File: config.mk
export PLATFORM = sky130hd
export DESIGN_NAME = key_strobe_multi
export DESIGN_NICKNAME = d
export VERILOG_FILES = /design/src/rtl/key_strobe_pkg.sv /design/src/rtl/key_strobe_chan.sv /design/src/rtl/key_strobe_multi.sv
export SDC_FILE = /design/constraint.sdc
export NUM_CORES = 1
export LEC_CHECK = 0
export CORE_UTILIZATION = 60
export CTS_BUF_LIST = sky130_fd_sc_hd__clkbuf_4 sky130_fd_sc_hd__clkbuf_8 sky130_fd_sc_hd__clkbuf_16
export DETAILED_ROUTE_END_ITERATION = 10
export GPL_ROUTABILITY_DRIVEN = 1
export GPL_TIMING_DRIVEN = 0
export PLACE_DENSITY = 0.81
export SLEW_MARGIN = 20
export SYNTH_ARGS = -nofsm -noshare
export SYNTH_HDL_FRONTEND = slang
export SYNTH_SLANG_ARGS = --single-unit
File: constraint.sdc
create_clock -name CLK -period 3.02 [get_ports CLK]
set_input_delay 0.604 -clock CLK [delete_from_list [all_inputs] [get_ports CLK]]
set_output_delay 0.604 -clock CLK [all_outputs]
set_load 0.01 [all_outputs]
File: src/rtl/key_strobe_pkg.sv
// Shared types and helpers for the multi-channel key strobe stretcher.
package key_strobe_pkg;

  localparam int MAX_CHANNELS = 16;

  // LOCKED is the all-zero encoding so reset lands there without a special case.
  typedef enum logic [2:0] {
    ST_LOCKED    = 3'd0,
    ST_IDLE      = 3'd1,
    ST_HOLD      = 3'd2,
    ST_RPT_DLY   = 3'd3,
    ST_RPT_PULSE = 3'd4,
    ST_RPT_GAP   = 3'd5
  } chan_state_e;

  function automatic int code_width(input int channels);
    return (channels <= 1) ? 1 : $clog2(channels);
  endfunction

  function automatic logic [3:0] lowest_set(input logic [MAX_CHANNELS-1:0] vec);
    logic [3:0] idx;
    idx = '0;
    for (int i = MAX_CHANNELS - 1; i >= 0; i--) begin
      if (vec[i]) idx = 4'(i);
    end
    return idx;
  endfunction

endpackage

File: src/rtl/key_strobe_chan.sv
// One key channel: stretches a held detect level into a fixed strobe, with
// optional typematic repeat pulses, and exposes the next strobe value.
module key_strobe_chan
  import key_strobe_pkg::*;
#(
  parameter int CNT_W        = 24,
  parameter int HOLD_CYCLES  = 10000000,
  parameter int REPEAT_DELAY = 5000000,
  parameter int PULSE_CYCLES = 1000000,
  parameter int REPEAT_GAP   = 2000000
) (
  input  logic CLK,
  input  logic RST_N,
  input  logic detect,
  input  logic repeat_en,
  output logic strobe,
  output logic strobe_next
);

  localparam longint CNT_LIM = longint'(1) << CNT_W;

  if (HOLD_CYCLES < 1 || longint'(HOLD_CYCLES) >= CNT_LIM ||
      REPEAT_DELAY < 1 || longint'(REPEAT_DELAY) >= CNT_LIM ||
      PULSE_CYCLES < 1 || longint'(PULSE_CYCLES) >= CNT_LIM ||
      REPEAT_GAP < 1 || longint'(REPEAT_GAP) >= CNT_LIM) begin : g_bad_cycles
    $error("key_strobe_chan: cycle parameters must be in 1..2^CNT_W-1");
  end

  localparam logic [CNT_W-1:0] HOLD_LD  = CNT_W'(HOLD_CYCLES - 1);
  localparam logic [CNT_W-1:0] DLY_LD   = CNT_W'(REPEAT_DELAY - 1);
  localparam logic [CNT_W-1:0] PULSE_LD = CNT_W'(PULSE_CYCLES - 1);
  localparam logic [CNT_W-1:0] GAP_LD   = CNT_W'(REPEAT_GAP - 1);

  chan_state_e      r_state, w_state_nxt;
  logic [CNT_W-1:0] r_cnt, w_cnt_nxt;
  logic             r_strobe, w_strobe_nxt;
  logic             w_cnt_zero;

  assign w_cnt_zero  = (r_cnt == '0);
  assign strobe      = r_strobe;
  assign strobe_next = w_strobe_nxt;

  // NOTE: state is updated with non-blocking assignments so every register
  // samples the pre-edge values; reset forces LOCKED so a key held through
  // reset must be released before it can strobe.
  always_ff @(posedge CLK or negedge RST_N) begin
    if (!RST_N) begin
      r_state  <= ST_LOCKED;
      r_cnt    <= '0;
      r_strobe <= 1'b0;
    end else begin
      r_state  <= w_state_nxt;
      r_cnt    <= w_cnt_nxt;
      r_strobe <= w_strobe_nxt;
    end
  end

  // NOTE: every combinational output gets a default first, so no path can
  // leave one unassigned and infer a latch.
  always_comb begin
    w_state_nxt  = r_state;
    w_cnt_nxt    = r_cnt;
    w_strobe_nxt = r_strobe;
    if (!detect) begin
      w_state_nxt  = ST_IDLE;
      w_strobe_nxt = 1'b0;
    end else begin
      case (r_state)
        ST_IDLE: begin
          w_state_nxt  = ST_HOLD;
          w_cnt_nxt    = HOLD_LD;
          w_strobe_nxt = 1'b1;
        end
        ST_HOLD: begin
          if (!w_cnt_zero) begin
            w_cnt_nxt = r_cnt - CNT_W'(1);
          end else begin
            w_strobe_nxt = 1'b0;
            if (repeat_en) begin
              w_state_nxt = ST_RPT_DLY;
              w_cnt_nxt   = DLY_LD;
            end else begin
              w_state_nxt = ST_LOCKED;
            end
          end
        end
        ST_LOCKED: w_strobe_nxt = 1'b0;
        ST_RPT_DLY, ST_RPT_PULSE, ST_RPT_GAP: begin
          if (!repeat_en) begin
            w_state_nxt  = ST_LOCKED;
            w_strobe_nxt = 1'b0;
          end else if (!w_cnt_zero) begin
            w_cnt_nxt = r_cnt - CNT_W'(1);
          end else if (r_state == ST_RPT_PULSE) begin
            w_state_nxt  = ST_RPT_GAP;
            w_cnt_nxt    = GAP_LD;
            w_strobe_nxt = 1'b0;
          end else begin
            w_state_nxt  = ST_RPT_PULSE;
            w_cnt_nxt    = PULSE_LD;
            w_strobe_nxt = 1'b1;
          end
        end
        default: begin
          w_state_nxt  = ST_LOCKED;
          w_strobe_nxt = 1'b0;
        end
      endcase
    end
  end

endmodule

File: src/rtl/key_strobe_multi.sv
// Multi-channel key strobe stretcher with a registered priority event encoder
// reporting which channel's strobe rose on each cycle.
module key_strobe_multi
  import key_strobe_pkg::*;
#(
  parameter int CHANNELS     = 4,
  parameter int CNT_W        = 24,
  parameter int HOLD_CYCLES  = 10000000,
  parameter int REPEAT_DELAY = 5000000,
  parameter int PULSE_CYCLES = 1000000,
  parameter int REPEAT_GAP   = 2000000,
  localparam int CODE_W      = code_width(CHANNELS)
) (
  input  logic                CLK,
  input  logic                RST_N,
  input  logic [CHANNELS-1:0] detect,
  input  logic                repeat_en,
  output logic [CHANNELS-1:0] strobe,
  output logic                key_valid,
  output logic [CODE_W-1:0]   key_code,
  output logic                key_multi
);

  if (CHANNELS < 1 || CHANNELS > MAX_CHANNELS) begin : g_bad_channels
    $error("key_strobe_multi: CHANNELS must be in 1..16");
  end

  logic [CHANNELS-1:0]     w_strobe, w_strobe_nxt, w_rise;
  logic [MAX_CHANNELS-1:0] w_rise_pad;
  logic                    r_key_valid, r_key_multi;
  logic [CODE_W-1:0]       r_key_code;

  for (genvar g = 0; g < CHANNELS; g++) begin : g_chan
    key_strobe_chan #(
      .CNT_W       (CNT_W),
      .HOLD_CYCLES (HOLD_CYCLES),
      .REPEAT_DELAY(REPEAT_DELAY),
      .PULSE_CYCLES(PULSE_CYCLES),
      .REPEAT_GAP  (REPEAT_GAP)
    ) u_chan (
      .CLK        (CLK),
      .RST_N      (RST_N),
      .detect     (detect[g]),
      .repeat_en  (repeat_en),
      .strobe     (w_strobe[g]),
      .strobe_next(w_strobe_nxt[g])
    );
  end

  // Rise is taken from the next strobe so the registered event lines up with the strobe edge.
  assign w_rise     = w_strobe_nxt & ~w_strobe;
  assign w_rise_pad = MAX_CHANNELS'(w_rise);

  always_ff @(posedge CLK or negedge RST_N) begin
    if (!RST_N) begin
      r_key_valid <= 1'b0;
      r_key_code  <= '0;
      r_key_multi <= 1'b0;
    end else begin
      r_key_valid <= |w_rise;
      r_key_multi <= ($countones(w_rise) > 1);
      if (|w_rise) r_key_code <= CODE_W'(lowest_set(w_rise_pad));
    end
  end

  assign strobe    = w_strobe;
  assign key_valid = r_key_valid;
  assign key_code  = r_key_code;
  assign key_multi = r_key_multi;

endmodule

==> impl_results.md, run 1 <==
- Vias in the first global route: slightly below 7,000
- Final Util: approximately 70%
- Final Non-Filler Cells: 1,106
- Via Count: 7,389
- Total negative slack: 0 ns
- Worst setup path category: flip-flop to flip-flop
- Distinct cell type count after synthesis: 70
- Core Region: 12,010 um2
- P_sw: 0.001210 W
- Top cells by area, synth: dfrtp_1 39%, a21oi_1 6.7%, o21ai_0 5.6%
- PortBufs: 13
- Post-layout minimum cycle time: 2.967 ns
- Sequential Area: 2904 um2
- CP Launch Type: flip-flop
- Status: complete, no violations
- Sequential share of the synthesized area: 39.20%
- H-tree depth: 4
- Placed cells: 1,070
- Peak Freq: roughly 340 MHz
- Asr flop ratio synth: 100.0%
- Initial Util: 61.65%
- Worst hold path type: input port to async pin
- GRT overflow: 0
- Initial antenna violation count: 0
- Worst-margin pin slew: 0.7159 ns
- Flop pwr share: roughly 37%
- Synth area leader: dfrtp_1
- GRT Resource Usage Total: 32.24%
- Comb pwr share: 13.0%
- CP Data Required Time: 3.33 ns
- CTS clk-pin slew, worst paths: 0.06 ns
- Switching Share: 25.67%
- Area occupied by multi-input gates: 4280 um2
- First-pass GRT wire length: 33,140 um
- Clock share of power: 50.1%
- CTS max path bufs: 2
- MaxCap Viol Count: 0
- Slew Limit Fails: 0
- Post-synth EDFFs: 0
- R2r setup slk: 0.05 ns
- Post-CTS Hold Buffers: 0
- DRT antenna net count: 0
- DP HPWL: 12,870 um
- Syn Nets: 926
- Power Density: roughly 550 nW/um2
- Most frequent cell after synthesis: dfrtp_1
- Number of cell rows: 40
- Ys flop type: dfrtp_1
- Post-synth top cells: 116 x dfrtp_1, 99 x a21oi_1, 98 x nand2_1, 83 x o21ai_0, 74 x nor2_1
- Die width: 113.1 um
- # IOs: 15
- Vias per cell: 6.681
- Root buf cell: clkbuf_16
- Final Net Count: 964
- DR pass1 iterations: 7
- Post-synth top area share: between 30% and 40%
- RR Endpoint: g_chan[1].u_chan.r_cnt[20]$_DFFE_PN0P_
- Setup ws final: 0.05330 ns
- Crit share post-route: 98.23%
- Total die area: 12,790 um2
- Syn-to-layout area delta: 15.82%
- Wire per inst: approximately 18 um
- RD Place Congestion: 0.8922
- Cells after synthesis: 909
- Critical path capture point type: flip-flop
- Final Hold Fails: 0
- Final Setup Violations: 0
- End of the critical path: g_chan[1].u_chan.r_cnt[20]$_DFFE_PN0P_
- Internal power: 0.003502 W
- Synth Warn #: 0
- Layout cells sized above 1: 8.029%
- CP max FO: 10
- CTS Sinks: 116
- Seq cells post-synth: 116
- DR iter-0 viols: 932
- Max IR drop VDD: 0.6342 mV
- Final Skew: 0.008190 ns
- CTS tree: yes
- Pleak: around 3.3 nW
- Slew headroom: ~52%
- Mapped Area: 7405 um2
- DRC viols: 0
- Total Routed Length: 19,960 um
- Largest net degree at the start of global routing: 67
- WP data arrival: 3.27 ns
- R2r startpoint: g_chan[1].u_chan.r_cnt[11]$_DFFE_PN0P_
- R2R depth: 9
- Antenna diodes: 0
- FILL cells: between 900 and 1,000
- Post-synthesis average cell area: 8.146 um2
- Pre-CTS WS: -0.3722 ns
- Clk_lat worst skew: 0.42 ns
- TritonCTS Buffers: 17
- Worst Setup SP: g_chan[1].u_chan.r_cnt[11]$_DFFE_PN0P_
- Die Height: roughly 110 um
==> how the worst min path moves through the flow <==
stage,endpoint,slack [ns],depth (start not counted)
6_report,g_chan[3].u_chan.r_cnt[20]$_DFFE_PN0P_,0.11,1
5_1_grt,g_chan[3].u_chan.r_cnt[20]$_DFFE_PN0P_,0.16,1
4_1_cts,g_chan[3].u_chan.r_cnt[20]$_DFFE_PN0P_,0.14,1
3_3_place_gp,g_chan[3].u_chan.r_cnt[19]$_DFFE_PN0P_,0.48,1
3_5_place_dp,g_chan[3].u_chan.r_cnt[19]$_DFFE_PN0P_,0.49,1
2_1_floorplan,g_chan[0].u_chan.r_cnt[0]$_DFFE_PN0P_,0.31,0
==> through the flow <==
stage / power, W / instance area, um2 / hold WS, ns
6_report: 0.004712 / 8576 / 0.1146
5_1_grt: 0.004877 / 8576 / 0.1612
4_1_cts: 0.004701 / 8443 / 0.1380
3_5_place_dp: 0.002345 / 7747 / 0.4924
3_3_place_gp: 0.002324 / 7719 / 0.4756
2_1_floorplan: 0.002134 / 7405 / 0.3084
==> what timing repair did <==
action / in CTS / in global routing
pin swaps: 0 / 1
buffers inserted: 0 / 5
resized for setup: 2 / 30
endpoints found under the setup margin: 16 / 51
==> power by group through the flow <==
stage,Clock (W),Sequential (W),Combinational [W]
after floorplan,0,0.00174,0.000393
after global placement,0,0.00176,0.000565
after detailed placement,0,0.00176,0.000585
after CTS,0.00237,0.00173,0.000595
after global routing,0.00244,0.00175,0.000682
final,0.00236,0.00174,0.000613
==> cells in the final DEF (no fill, tap or decap), types with 6 or more instances in the layout <==
cell,count
clkdlybuf4s50_1,12
nand2b_1,18
and4_1,6
o2bb2ai_1,6
nor4_1,15
inv_1,23
nor2_1,74
and3_1,8
or3_1,8
a22o_1,9
buf_4,11
a21oi_1,99
nor2b_1,14
o21ai_0,81
bufinv_16,6
xnor2_1,6
clkbuf_2,6
nand2_1,98
o22a_1,17
clkbuf_16,17
or4_1,11
nand3_1,29
o31a_1,6
o41ai_1,7
a31oi_1,23
o31ai_1,11
ha_1,9
dfrtp_1,115
nand4_1,11
clkbuf_1,37
o21a_1,13
nor3_1,38
==> logic make-up after synthesis <==
logic type,synth area share [%]
AO/OA/AOI/OAI,29.01
adder cells (fa/ha/maj),1.791
multiplexers,0.1352
flip-flops,39.20
XOR/XNOR,0.8280
AND/OR/NAND/NOR,24.81
buffers and inverters,4.224
==> area by class of cell <==
| class | count | area share (%) |
|---|---|---|
| sequential | 116 | 33.86 |
| buffer | 52 | 2.743 |
| inverter | 24 | 1.050 |
| tap | 147 | 2.145 |
| clock buffer | 22 | 5.690 |
| clock inverter | 9 | 2.305 |
| multi-input combinational | 717 | 49.91 |
| timing repair buffer | 19 | 2.291 |
==> state kept, by name (all words and copies together) (netlist names) <==
register and count:
g_chan.u_chan.r_state 12, g_chan.u_chan.r_cnt 96, g_chan.u_chan.strobe 4, key_multi 1, key_code 2, key_valid 1
==> worst max-delay path: stages (launching register included) <==
cell	delay (ns)
dfrtp_1	0.39
or4_1	0.51
buf_2	0.17
or3_4	0.43
or3_1	0.35
buf_6	0.17
a221o_1	0.36
buf_4	0.19
o21a_1	0.11
o22a_1	0.18
==> per-layer routing <==
layer / GRT usage [%] / routed length (um) / vias to the layer above
met5: 0 / 0 / -
met4: 10.35 / 237 / 0
met3: 6.267 / 1490 / 21
met2: 48.96 / 9290 / 342
met1: 46.56 / 8939 / 3537
li1: - / - / 3489
Note: power is estimated with default switching activity, not from simulation.
==> run 2: changes to the inputs <==
--- a/config.mk
+++ b/config.mk
@@ -15,3 +15,4 @@
 export SYNTH_ARGS = -nofsm -noshare
 export SYNTH_HDL_FRONTEND = slang
 export SYNTH_SLANG_ARGS = --single-unit
+export TNS_END_PERCENT = 30
==> run 2 against run 1 <==
  * Total power is essentially flat
  * Global-route usage did not move
  * Clock-buffer cell count unchanged
  * Final area fell by 0.38%
  * Utilization decreased by 0.27 points
  * Sequential power hardly changed
  * Combinational power about the same
  * Critical path depth stayed put
  * Sequential share of layout area up 0.13 points
  * Via count is 1.4% lower
  * Sequential cell count did not move
  * Critical path type unchanged
  * Largest cell class unchanged
  * Highest routed layer unchanged
==> impl_results.md, run 2 (same netlist as run 1, synthesis figures left out) <==
- Status: complete, no violations
- RR Endpoint: g_chan[1].u_chan.r_cnt[20]$_DFFE_PN0P_
- Post-CTS Hold Buffers: 0 (unchanged)
- Die width: 113.1 um (unchanged)
- DRC viols: 0 (unchanged)
- PortBufs: 13 (unchanged)
- Final Net Count: 959 (-0.52%)
- Root buf cell: clkbuf_16
- R2r setup slk: 0.07 ns (about the same)
- Initial Util: 61.65% (unchanged)
- Final Util: 71.13% (-0.27 points)
- Pleak: 3.315 nW (-0.75%)
- Wire per inst: 17.94 um (-0.56%)
- Setup bufs post-CTS: 0 (unchanged)
- CTS tree: yes
- WP data arrival: 3.26 ns (about the same)
- Slew headroom: 53.43% (+1.7 points)
- R2r startpoint: g_chan[1].u_chan.r_cnt[8]$_DFFE_PN0P_
- # IOs: 15 (unchanged)
- Final Hold Fails: 0 (unchanged)
- Pre-CTS WS: -0.3722 ns (unchanged)
- GRT overflow: 0 (unchanged)
- Initial antenna violation count: 0 (unchanged)
- Worst-margin pin slew: 0.6913 ns (-0.02456 ns)
- Vias per cell: 6.619 (-0.93%)
- Largest net degree at the start of global routing: 67 (unchanged)
- Total negative slack: 0 ns (unchanged)
- MaxCap Viol Count: 0 (unchanged)
- GRT Resource Usage Total: 32.24% (unchanged)
- Vias in the first global route: 6,761 (unchanged)
- Final Skew: 0.007894 ns (-0.0002968 ns)
- Sequential Area: 2904 um2 (unchanged)
- CTS clk-pin slew, worst paths: 0.05 ns (about the same)
- Final Non-Filler Cells: 1,101 (-0.45%)
- DRT antenna net count: 0 (unchanged)
- Worst setup path category: flip-flop to flip-flop
- Crit share post-route: 97.80% (-0.44 points)
- Syn-to-layout area delta: 15.38%
- Most frequent cells in the layout: 115 x dfrtp_1, 99 x a21oi_1, 98 x nand2_1
- First-pass GRT wire length: 33,140 um (unchanged)
- Antenna diodes: 0 (unchanged)
- Number of cell rows: 40 (unchanged)
- Worst Setup SP: g_chan[1].u_chan.r_cnt[8]$_DFFE_PN0P_
- CTS Sinks: 116 (unchanged)
- Final Setup Violations: 0 (unchanged)
- Layout cells sized above 1: 7.442% (-0.59 points)
- Slew Limit Fails: 0 (unchanged)
- End of the critical path: g_chan[1].u_chan.r_cnt[20]$_DFFE_PN0P_
- Largest register by flop count: g_chan.u_chan.r_cnt
- Most common cell after layout, fill and taps aside: dfrtp_1
- RD Place Congestion: 0.8922 (unchanged)
- TritonCTS Buffers: 17 (unchanged)
- Max IR drop VDD: 0.6357 mV (+0.23%)
- DR pass1 iterations: 6 (-1)
- Die Height: 113.1 um (unchanged)
- RSZ-0062 raised after global routing: true
- Setup ws final: 0.06645 ns (+0.01315 ns)
- FILL cells: 934 (+0.65%)
- Total die area: 12,790 um2 (unchanged)
- Total Routed Length: 19,760 um (-1.0%)
- Worst hold path type: input port to async pin
- H-tree depth: 4 (unchanged)
- Max FFs per register: 96 (unchanged)
- CP Launch Type: flip-flop
- DR iter-0 viols: 920 (-1.3%)
- Clk_lat worst skew: 0.42 ns (about the same)
- Power Density: 551.7 nW/um2 (+0.42%)
- DP HPWL: 12,870 um (unchanged)
- CP max FO: 10 (unchanged)
- Area occupied by multi-input gates: 4280 um2 (unchanged)
- R2R depth: 9 (unchanged)
- Peak Freq: 338.6 MHz (+0.45%)
- CTS max path bufs: 2 (unchanged)
- Via Count: 7,287 (-1.4%)
- Critical path capture point type: flip-flop
- Post-layout minimum cycle time: 2.954 ns (-0.01315 ns)
- Placed cells: 1,070 (unchanged)
- CP Data Required Time: 3.33 ns (about the same)
- Core Region: 12,010 um2 (unchanged)
run 2: changes by cell type in the layout (fill, tap and decap cells not counted):
cell | previous run | this run
clkbuf_4 | 1 | 2
buf_2 | 2 | 1
buf_6 | 2 | 3
buf_4 | 11 | 5
clkbuf_2 | 6 | 5
clkbuf_1 | 37 | 38
run 2: critical path: stages, from the launching register on:
cell and delay (ns):
dfrtp_2 0.44, or4_1 0.46, buf_2 0.17, or3_4 0.43
or3_1 0.35, buf_6 0.17, a221o_1 0.37, buf_6 0.16
o21a_1 0.10, o22a_1 0.18
run 2: what timing repair did:
item | CTS | global route
resized for setup | 2 | 30
setup endpoints to repair | 16 | 51
pin swaps | 0 | 0
gates cloned | 0 | 0
run 2: worst min path at each step:
stage          slack, ns                                      to                              startpoint  cells after the start
6_report            0.11  g_chan[3].u_chan.r_cnt[20]$_DFFE_PN0P_                                   RST_N                      1
3_5_place_dp        0.49  g_chan[3].u_chan.r_cnt[19]$_DFFE_PN0P_  g_chan[3].u_chan.r_cnt[19]$_DFFE_PN0P_                      1
4_1_cts             0.14  g_chan[3].u_chan.r_cnt[20]$_DFFE_PN0P_                                   RST_N                      1
3_3_place_gp        0.48  g_chan[3].u_chan.r_cnt[19]$_DFFE_PN0P_  g_chan[3].u_chan.r_cnt[19]$_DFFE_PN0P_                      1
5_1_grt             0.16  g_chan[3].u_chan.r_cnt[20]$_DFFE_PN0P_                                   RST_N                      1
2_1_floorplan       0.31   g_chan[0].u_chan.r_cnt[0]$_DFFE_PN0P_                                   RST_N                      0
run 2: cell type report:
cell class | instances | share of cell area (%)
Buffer | 52 | 2.812
Clock buffer | 22 | 5.712
Clock inverter | 9 | 2.314
Inverter | 24 | 1.054
Multi-Input combinational cell | 717 | 50.10
Sequential cell | 116 | 33.99
Tap cell | 147 | 2.153
Timing Repair Buffer | 14 | 1.860
run 2: per-stage QoR:
step / hold WS [ns] / total power (W) / instance area [um2]
after floorplan: 0.3084 / 0.002134 / 7405
after global placement: 0.4756 / 0.002324 / 7719
after detailed placement: 0.4924 / 0.002345 / 7747
after CTS: 0.1380 / 0.004701 / 8443
after global routing: 0.1613 / 0.004880 / 8543
final: 0.1118 / 0.004714 / 8543
run 2: routing by layer:
| metal | vias up | wire length, um | track usage, % |
|---|---|---|---|
| met5 | - | 0 | 0 |
| met4 | 0 | 261 | 10.35 |
| met3 | 29 | 1444 | 6.267 |
| met2 | 308 | 9155 | 48.96 |
| met1 | 3464 | 8894 | 46.56 |
| li1 | 3486 | - | - |
run 2: power by group:
part,internal (W),switching (W)
Sequential,0.00164,0.0000933
Clock,0.00164,0.000726
Combinational,0.000224,0.000390
==> run 3: changes to the inputs <==
--- a/config.mk
+++ b/config.mk
@@ -10,7 +10,7 @@
 export DETAILED_ROUTE_END_ITERATION = 10
 export GPL_ROUTABILITY_DRIVEN = 1
 export GPL_TIMING_DRIVEN = 0
-export PLACE_DENSITY = 0.81
+export PLACE_DENSITY_LB_ADDON = 0.25
 export SLEW_MARGIN = 20
 export SYNTH_ARGS = -nofsm -noshare
 export SYNTH_HDL_FRONTEND = slang
==> run 3 against run 2 <==
  * Sequential cell count did not move
  * Via count rose by 1.4%
  * Cell count barely moved
  * Clock-buffer cell count fell by 4
  * Critical path type unchanged
  * Largest cell class unchanged
  * Largest power group unchanged
==> impl_results.md, run 3 (same netlist as run 1, synthesis figures left out) <==
- Worst path bufs/invs: 3 (unchanged)
- DR iter-0 viols: 936 (+1.7%)
- DP HPWL: 12,810 um (-0.47%)
- Slowest CP cell: or4_1
- DR pass1 iterations: 6 (unchanged)
- Antenna diodes: 0 (unchanged)
- CP Launch Type: flip-flop
- GRT overflow: 0 (unchanged)
- Post-layout minimum cycle time: 2.963 ns (+0.009950 ns)
- Worst-margin pin slew: 0.7984 ns (+0.1071 ns)
- Initial Util: 61.65% (unchanged)
- Max IR drop VDD: 0.4953 mV (-22%)
- RSZ-0062 raised after global routing: true
- Slew headroom: 46.33% (-7.1 points)
- Status: complete, no violations
- Largest net degree at the start of global routing: 64 (-4.5%)
- First-pass GRT wire length: 32,760 um (-1.1%)
- Crit share post-route: 98.13% (+0.33 points)
- Final Skew: 0.008579 ns (+0.0006854 ns)
- Number of cell rows: 40 (unchanged)
- FILL cells: 941 (+0.75%)
- Most frequent cells in the layout: 115 x dfrtp_1, 98 x nand2_1, 98 x a21oi_1
- Vias per cell: 6.708 (+1.3%)
- WP data arrival: 3.27 ns (about the same)
- Post-CTS Hold Buffers: 0 (unchanged)
- CP max stage delay: 0.46 ns (about the same)
- CP max FO: 10 (unchanged)
- Vias in the first global route: 6,740 (-0.31%)
- Final Hold Fails: 0 (unchanged)
- # IOs: 15 (unchanged)
- Layout cells sized above 1: 7.330% (-0.11 points)
- PortBufs: 13 (unchanged)
- Peak Freq: 337.4 MHz (-0.34%)
- Clk_lat worst skew: 0.42 ns (about the same)
- Worst setup path category: flip-flop to flip-flop
- CTS tree: yes
- Setup bufs post-CTS: 0 (unchanged)
- Most common cell after layout, fill and taps aside: dfrtp_1
- Worst hold path type: input port to async pin
- Final Util: 70.69% (-0.44 points)
- Power Density: 546.2 nW/um2 (-0.99%)
- CP Data Required Time: 3.33 ns (about the same)
- Slew Limit Fails: 0 (unchanged)
- Design Power: 0.004638 W (-1.6%)
- GRT Resource Usage Total: 31.90% (-0.34 points)
- Largest register by flop count: g_chan.u_chan.r_cnt
- Pleak: 3.279 nW (-1.1%)
- Via Count: 7,392 (+1.4%)
- MaxCap Viol Count: 0 (unchanged)
- DRC viols: 0 (unchanged)
- TritonCTS Buffers: 17 (unchanged)
- RD Place Congestion: 0.9035 (+1.3%)
- Final Setup Violations: 0 (unchanged)
- Root buf cell: clkbuf_16
- Die Height: 113.1 um (unchanged)
- CP cell instances: or4_1 > buf_2 > or3_4 > or3_1 > buf_6 > a221o_1 > buf_4 > o21a_1 > o22a_1
- Wire per inst: 17.55 um (-2.2%)
- Max FFs per register: 96 (unchanged)
- Final Net Count: 959 (unchanged)
- CTS clk-pin slew, worst paths: 0.06 ns (about the same)
- Die width: 113.1 um (unchanged)
- Critical path capture point type: flip-flop
- Total die area: 12,790 um2 (unchanged)
- Core Region: 12,010 um2 (unchanged)
- H-tree depth: 4 (unchanged)
- CP top delay family: simple AND/OR/NAND/NOR gates
- Syn-to-layout area delta: 14.67%
- CTS Sinks: 116 (unchanged)
- DRT antenna net count: 0 (unchanged)
- Total Routed Length: 19,340 um (-2.1%)
- CTS max path bufs: 2 (unchanged)
- Initial antenna violation count: 0 (unchanged)
-- run 3: where the power goes --
group          internal (W)  switching [W]
registers           0.00164      0.0000905
clock network       0.00155       0.000746
logic              0.000222       0.000386
-- run 3: routing by layer --
layer / vias up / part of all wire, % / GRT usage (%)
li1: 3482 / - / -
met1: 3510 / 45 / 45.35
met2: 360 / 45 / 47.93
met3: 40 / 7.5 / 7.177
met4: 0 / 1.7 / 11.67
met5: - / 0 / 0
-- run 3: worst paths after layout --
kind                                                             start                                     end  slack, ns  cells past startpoint
worst min-delay path                                             RST_N  g_chan[3].u_chan.r_cnt[20]$_DFFE_PN0P_       0.13                      1
worst max-delay path             g_chan[1].u_chan.r_cnt[8]$_DFFE_PN0P_  g_chan[1].u_chan.r_cnt[15]$_DFFE_PN0P_       0.06                      9
max in group asynchronous                                        RST_N   g_chan[2].u_chan.r_cnt[1]$_DFFE_PN0P_       2.21                      2
worst min register to register  g_chan[0].u_chan.r_cnt[21]$_DFFE_PN0P_  g_chan[0].u_chan.r_cnt[21]$_DFFE_PN0P_       0.50                      1
min in group CLK                g_chan[0].u_chan.r_cnt[21]$_DFFE_PN0P_  g_chan[0].u_chan.r_cnt[21]$_DFFE_PN0P_       0.50                      1
worst max register to register   g_chan[1].u_chan.r_cnt[8]$_DFFE_PN0P_  g_chan[1].u_chan.r_cnt[15]$_DFFE_PN0P_       0.06                      9
-- run 3: repair_timing --
action                                  4_1_cts  5_1_grt
pin swaps                                     0        0
gates resized for setup                       1       28
endpoints found under the setup margin       15       73
-- run 3: layout make-up --
class	count	area [um2]	area share, %
sequential	116	2904	34.20
tap	147	183.9	2.166
inverter	24	90.09	1.061
clock inverter	14	234.0	2.756
buffer	52	237.7	2.800
timing repair buffer	14	158.9	1.871
multi-input combinational	717	4249	50.04
clock buffer	18	432.9	5.099
-- run 3: metrics by stage --
stage	instances	area [um2]	hold WS, ns	setup WS (ns)	TNS (ns)
after global routing	1102	8491	0.1728	-0.07124	-0.1176
after global placement	1069	7719	0.4763	-3.158	-370.94
after detailed placement	1070	7747	0.4791	-0.3595	-6.126
final	1102	8491	0.1277	0.05650	0
after floorplan	909	7405	0.3084	0.2717	0
after CTS	1102	8423	0.1513	0.006678	0
